### src/rtl/inst_rom_responder_if.sv
// Instruction-fetch request/response bundle between the fetch unit (master)
// and the instruction ROM responder (slave).
interface inst_rom_responder_if;
    logic        REQ;
    logic [31:0] ADDR;
    logic        ACK;
    logic [31:0] INST;
    logic        ERR;

    modport master (
        output REQ,
        output ADDR,
        input  ACK,
        input  INST,
        input  ERR
    );

    modport slave (
        input  REQ,
        input  ADDR,
        output ACK,
        output INST,
        output ERR
    );
endinterface

### src/rtl/inst_rom_responder.sv
// Instruction ROM responder with programmable wait states and a program-load port.
// Define INST_ROM_PREFETCH_EN to add a one-entry next-line prefetch buffer.
module inst_rom_responder #(
    parameter int unsigned DEPTH_LOG2  = 6,
    parameter int unsigned WAIT_CYCLES = 2
) (
    input  logic                  CLK,
    input  logic                  RST,
    inst_rom_responder_if.slave   bus,
    input  logic                  LD_EN,
    input  logic [31:0]           LD_ADDR,
    input  logic [31:0]           LD_DATA
);

    localparam int unsigned DEPTH = 1 << DEPTH_LOG2;
    localparam int unsigned IDX_W = DEPTH_LOG2;
    localparam int unsigned CNT_W = 4;

    typedef enum logic [1:0] {
        S_IDLE,
        S_WAIT,
        S_RESP
    } state_e;

    state_e             state_q, state_d;
    logic [CNT_W-1:0]   cnt_q, cnt_d;
    logic [31:0]        addr_q, addr_d;
    logic               ack_q, ack_d;
    logic [31:0]        inst_q, inst_d;
    logic               err_q, err_d;
    logic               load_rsp;

    logic [31:0]        mem_q [DEPTH];

    logic [31:0]        rd_addr_c;
    logic [IDX_W-1:0]   rd_idx_c;
    logic               rd_bad_c;
    logic [IDX_W-1:0]   ld_idx_c;
    logic               ld_we_c;
    logic               pf_hit_c;
    logic [31:0]        pf_data_c;

    // Misaligned or beyond the array: the address cannot name a word.
    function automatic logic addr_bad(input logic [31:0] a);
        return (a[1:0] != 2'b00) || (a[31:DEPTH_LOG2+2] != '0);
    endfunction

    // In IDLE the read address comes straight from the bus (zero-wait and hit paths).
    assign rd_addr_c = (state_q == S_IDLE) ? bus.ADDR : addr_q;
    assign rd_idx_c  = rd_addr_c[DEPTH_LOG2+1:2];
    assign rd_bad_c  = addr_bad(rd_addr_c);

    assign ld_idx_c  = LD_ADDR[DEPTH_LOG2+1:2];
    assign ld_we_c   = LD_EN && !RST && !addr_bad(LD_ADDR);

    always_ff @(posedge CLK) begin
        if (ld_we_c) begin
            mem_q[ld_idx_c] <= LD_DATA;
        end
    end

`ifdef INST_ROM_PREFETCH_EN
    logic               pf_valid_q;
    logic [IDX_W-1:0]   pf_tag_q;
    logic [31:0]        pf_data_q;
    logic [IDX_W-1:0]   rsp_idx_q;
    logic [IDX_W:0]     nxt_c;
    logic               nxt_ok_c;

    assign nxt_c     = {1'b0, rsp_idx_q} + (IDX_W+1)'(1);
    assign nxt_ok_c  = !nxt_c[IDX_W];
    assign pf_hit_c  = (state_q == S_IDLE) && bus.REQ && pf_valid_q &&
                       !addr_bad(bus.ADDR) && (bus.ADDR[DEPTH_LOG2+1:2] == pf_tag_q);
    assign pf_data_c = pf_data_q;

    // Fill w+1 on the edge after a clean ACK; a load to the tracked word kills the entry.
    always_ff @(posedge CLK) begin
        if (RST) begin
            pf_valid_q <= 1'b0;
            rsp_idx_q  <= '0;
        end else begin
            if (load_rsp) begin
                rsp_idx_q <= rd_idx_c;
            end
            if (ld_we_c && (ld_idx_c == pf_tag_q)) begin
                pf_valid_q <= 1'b0;
            end
            if ((state_q == S_RESP) && !err_q && nxt_ok_c) begin
                pf_tag_q   <= nxt_c[IDX_W-1:0];
                pf_data_q  <= mem_q[nxt_c[IDX_W-1:0]];
                pf_valid_q <= !(ld_we_c && (ld_idx_c == nxt_c[IDX_W-1:0]));
            end
        end
    end
`else
    assign pf_hit_c  = 1'b0;
    assign pf_data_c = '0;
`endif

    // Next-state and response logic; the array is read on the edge entering RESP.
    always_comb begin
        state_d  = state_q;
        cnt_d    = cnt_q;
        addr_d   = addr_q;
        ack_d    = 1'b0;
        inst_d   = inst_q;
        err_d    = err_q;
        load_rsp = 1'b0;

        case (state_q)
            S_IDLE: begin
                if (bus.REQ) begin
                    addr_d = bus.ADDR;
                    if (pf_hit_c || (WAIT_CYCLES == 0)) begin
                        state_d  = S_RESP;
                        load_rsp = 1'b1;
                    end else begin
                        state_d = S_WAIT;
                        cnt_d   = CNT_W'(WAIT_CYCLES - 1);
                    end
                end
            end
            S_WAIT: begin
                if (!bus.REQ) begin
                    state_d = S_IDLE;
                end else if (cnt_q == '0) begin
                    state_d  = S_RESP;
                    load_rsp = 1'b1;
                end else begin
                    cnt_d = cnt_q - CNT_W'(1);
                end
            end
            S_RESP: begin
                state_d = S_IDLE;
            end
            default: begin
                state_d = S_IDLE;
            end
        endcase

        if (load_rsp) begin
            ack_d = 1'b1;
            if (pf_hit_c) begin
                inst_d = pf_data_c;
                err_d  = 1'b0;
            end else begin
                inst_d = rd_bad_c ? 32'h0 : mem_q[rd_idx_c];
                err_d  = rd_bad_c;
            end
        end
    end

    always_ff @(posedge CLK) begin
        if (RST) begin
            state_q <= S_IDLE;
            cnt_q   <= '0;
            addr_q  <= '0;
            ack_q   <= 1'b0;
            inst_q  <= 32'h0;
            err_q   <= 1'b0;
        end else begin
            state_q <= state_d;
            cnt_q   <= cnt_d;
            addr_q  <= addr_d;
            ack_q   <= ack_d;
            inst_q  <= inst_d;
            err_q   <= err_d;
        end
    end

    assign bus.ACK  = ack_q;
    assign bus.INST = inst_q;
    assign bus.ERR  = err_q;

endmodule

### src/flat_wrapper.sv
// flat-port wrapper written by rule: the top's interface ports become plain ports
module inst_rom_responder_flat 
#(
    parameter int unsigned DEPTH_LOG2  = 6,
    parameter int unsigned WAIT_CYCLES = 2
)
  (CLK, RST, LD_EN, LD_ADDR, LD_DATA, bus_REQ, bus_ADDR, bus_ACK, bus_INST, bus_ERR);
  inst_rom_responder_if bus_i ();
  input  logic CLK;
  input  logic RST;
  input  logic LD_EN;
  input  logic [31:0] LD_ADDR;
  input  logic [31:0] LD_DATA;
  input wire logic [$bits(bus_i.REQ)-1:0] bus_REQ;
  input wire logic [$bits(bus_i.ADDR)-1:0] bus_ADDR;
  output wire logic [$bits(bus_i.ACK)-1:0] bus_ACK;
  output wire logic [$bits(bus_i.INST)-1:0] bus_INST;
  output wire logic [$bits(bus_i.ERR)-1:0] bus_ERR;
  assign bus_i.REQ = bus_REQ;
  assign bus_i.ADDR = bus_ADDR;
  assign bus_ACK = bus_i.ACK;
  assign bus_INST = bus_i.INST;
  assign bus_ERR = bus_i.ERR;
  inst_rom_responder #(.DEPTH_LOG2(DEPTH_LOG2), .WAIT_CYCLES(WAIT_CYCLES)) u_core (.CLK(CLK), .RST(RST), .bus(bus_i), .LD_EN(LD_EN), .LD_ADDR(LD_ADDR), .LD_DATA(LD_DATA));
endmodule
### config.mk
export PLATFORM = sky130hd
export DESIGN_NAME = inst_rom_responder_flat
export DESIGN_NICKNAME = d
export VERILOG_FILES = /design/src/rtl/inst_rom_responder_if.sv /design/src/rtl/inst_rom_responder.sv /design/src/flat_wrapper.sv
export SDC_FILE = /design/constraint.sdc
export NUM_CORES = 2
export LEC_CHECK = 0
export ABC_CLOCK_PERIOD_IN_PS = 3050
export CAP_MARGIN = 10
export CORE_ASPECT_RATIO = 0.75
export CORE_UTILIZATION = 23
export DETAILED_ROUTE_END_ITERATION = 8
export PLACE_DENSITY = 0.36
export SLEW_MARGIN = 20
export SYNTH_ARGS = -nofsm -noshare
export SYNTH_HDL_FRONTEND = slang
export SYNTH_SLANG_ARGS = --single-unit
### constraint.sdc
create_clock -name CLK -period 3.05 [get_ports CLK]
set_input_delay 0.305 -clock CLK [delete_from_list [all_inputs] [get_ports CLK]]
set_output_delay 0.305 -clock CLK [all_outputs]
set_load 0.05 [all_outputs]
==> results.toml <==
[cells_and_area]
utilization_pct = 29.0
layout.nets = 7021
layoutNonFillerInstCount = 11984
area_delta_synth_final_pct = 25.7
drive_gt1_share_pct = 16.0

[floorplan]
io-pin-count = 134
coreArea_um2 = 369000
die_w_um = 704
die_h_um = 529
dieArea_um2 = 373000
placementRows = 193
start_util_pct = 23.1

[synthesis]
yosysTopAreaCellShare_pct = 72.3
ys_dominant_reg_cell = "edfxtp_1"
synth_top_cells_by_count = "edfxtp_1, nand3_1, o21ai_0"
synth_cells = 6437
synth_edf_count = 2048
ys_top_cells_by_area = "edfxtp_1, nand3_1, o21ai_0"
yosysWarningCount = 0
syn_nets = 6538
synth.most_common_cell = "edfxtp_1"
synth_seq_cells = 2120
netlist_area_um2 = 85100
synth_top_area_cell = "edfxtp_1"
ys_seq_area_share_pct = 73.9
ys_types = 41
syn_area_per_cell_um2 = 13.2
synthArstFlopShare_pct = 0

[pwr]
power_density_nw_per_um2 = 603
power.share.clock_pct = 42.0
p_sw_w = 0.0158
p_int_w = 0.0487
switching_share_pct = 24.6
pwr-share-comb_pct = 8.5
leakagePower_nw = 33.3
power_frac_seq_pct = 49.5
ir_drop_mv = 0.447

[clocking]
clock_latency_ns = 0.89
numCtsBuffers = 228
clock_sinks = 2120
htreeDepth = 4
clk_pin_slew_ns = 0.06
cts-root-buf = "clkbuf_16"
clk_path_buf_depth = 4
cts_tree = "built"

[grt]
grt_pass1_vias = 59615
grt_max_degree = 66
grt_pass1_wl_um = 504000
gr-total-overflow = 0
grtUsageTotal_pct = 19.0
antenna_found_initial = 32

[timing]
final.min_clock_period_ns = 3.03
whs_ns = 0.0707
rsz0062_at_grt = "no"
period_share_pct = 99.4
worst_pin_slew_ns = 1.19
slew_violations = 0
final.setup.worst_slack_ns = 0.0170
finClkSkew_ns = 0.0622
hold_viol_final = 0
finalSetupViolCount = 0
tns_ns = 0
slew_headroom_pct = 20.7
max_freq_mhz = 330

[placement]
place_hpwl_um = 225000
globalplace.congestion = 0.782
io_buffers = 133
dpl_worst_slack_ns = -0.802
dp_cells = 11502

[worst_setup_path]
path_max_fanout = 21
path_class = "reg2reg"
worstPathRequired_ns = 3.91
end_kind = "flip-flop"
arrival_ns = 3.89
startpoint_type = "flip-flop"

[detailed_routing]
via_count = 61344
remaining_drc_errors = 0
wl_um = 366000
ant_nets = 0
via_per_inst = 5.12
wl_per_cell_um = 30.5
drt_pre_antenna_iters = 6
drt_iter0_drc = 7983

[flow_run]
max_cap_viol_count = 0

[status]
status = "finished, final reports clean"

[hold_path]
min_path_type = "in2reg"
[critical path: stages (launching register included)]
cell,delay (ns)
dfxtp_2,0.42
buf_4,0.22
o21a_4,0.25
buf_12,0.23
buf_12,0.22
buf_4,0.26
o21ai_0,0.10
a31oi_1,0.20
nand4_1,0.20
a41oi_2,0.64
a211o_1,0.17
[path summary, 6_finish.rpt]
kind | depth (start not counted) | startpoint | endpoint | slack, ns
worst max-delay path | 10 | u_core.state_q[0]$_SDFFE_PP0P_ | u_core.bus.INST[11]$_SDFFE_PP0P_ | 0.02
worst min-delay path | 2 | LD_DATA[13] | u_core.mem_q[2][13]$_DFFE_PP_ | 0.07
worst max register to register | 10 | u_core.state_q[0]$_SDFFE_PP0P_ | u_core.bus.INST[11]$_SDFFE_PP0P_ | 0.02
worst min register to register | 2 | u_core.addr_q[28]$_SDFFE_PP0P_ | u_core.addr_q[28]$_SDFFE_PP0P_ | 0.46
[flip-flops by register name (all words and copies together) (netlist names)]
register         count
u_core.cnt_q         4
u_core.state_q       2
u_core.addr_q       32
u_core.mem_q      2048
u_core.bus.ERR       1
u_core.bus.INST     32
u_core.bus.ACK       1
[routing by layer]
metal	global-route usage, %	share of wire, %	vias up	routed length, um
met5	0	0.0019	-	7
met4	3.90	2.0	2	7260
met3	3.05	7.1	400	25800
met2	29.1	44	2472	161000
met1	28.3	47	32125	172000
li1	-	-	26345	-
[cells by family (layout without fill, tap and decap cells)]
family / count (synthesis) / in the layout / synth area share [%]
other: 0 / 5 / 0
xor gates and xnor gates: 2 / 2 / 0.0206
DFF: 2120 / 2120 / 73.9
and+or+nand+nor: 2263 / 2263 / 13.6
buffers and inverters: 626 / 1293 / 3.15
AOI/OAI and AO/OA: 1425 / 1425 / 9.26
adders and majority gates: 1 / 1 / 0.0147
[cells in the final DEF, fill, tap and decap left out, types with 34 or more instances in the layout]
master              n
a41oi_1            44
clkbuf_1           60
clkinv_1           46
clkbuf_16         231
nand4_1           261
o21ai_0          1025
buf_4             402
clkdlybuf4s50_1   100
a31oi_1           256
a21oi_1            34
clkinv_2           40
edfxtp_1         2048
nor2_4             64
dfxtp_1            67
buf_12            290
nand3_1          1797
dlygate4sd3_1      51
nand2_1            79
[per-stage QoR]
| step | area (um2) | power (W) |
|---|---|---|
| after global placement | 99000 | 0.0380 |
| after detailed placement | 99100 | 0.0379 |
| final | 107000 | 0.0645 |
| after CTS | 107000 | 0.0652 |
| after floorplan | 85100 | 0.0350 |
| after global routing | 107000 | 0.0666 |
[final cells by class]
| type | count | area [um2] |
|---|---|---|
| Antenna cell | 5 | 12.5 |
| Sequential cell | 2120 | 62900 |
| Fill cell | 37166 | 261000 |
| Timing Repair Buffer | 874 | 10600 |
| Tap cell | 4875 | 6100 |
| Multi-Input combinational cell | 3691 | 20300 |
| Clock buffer | 302 | 6150 |
| Inverter | 5 | 18.8 |
| Clock inverter | 112 | 862 |
[power by group through the flow]
stage               registers (W)  clock network (W)  logic, W
global placement           0.0326                  0   0.00539
detailed placement         0.0326                  0   0.00537
CTS                        0.0320             0.0277   0.00546
floorplan                  0.0326                  0   0.00246
finish                     0.0320             0.0271   0.00550
global route               0.0319             0.0288   0.00589
[repair_timing]
item | 4_1_cts | 5_1_grt
endpoints found under the setup margin | 29 | 16
endpoints found under the hold margin | 301 | 254
gates cloned | 1 | 1
gates resized for setup | 28 | 10
setup buffers | 3 | 7
hold buffers | 43 | 8
pin swaps | 3 | 8
Note: power is estimated with default switching activity, not from simulation.
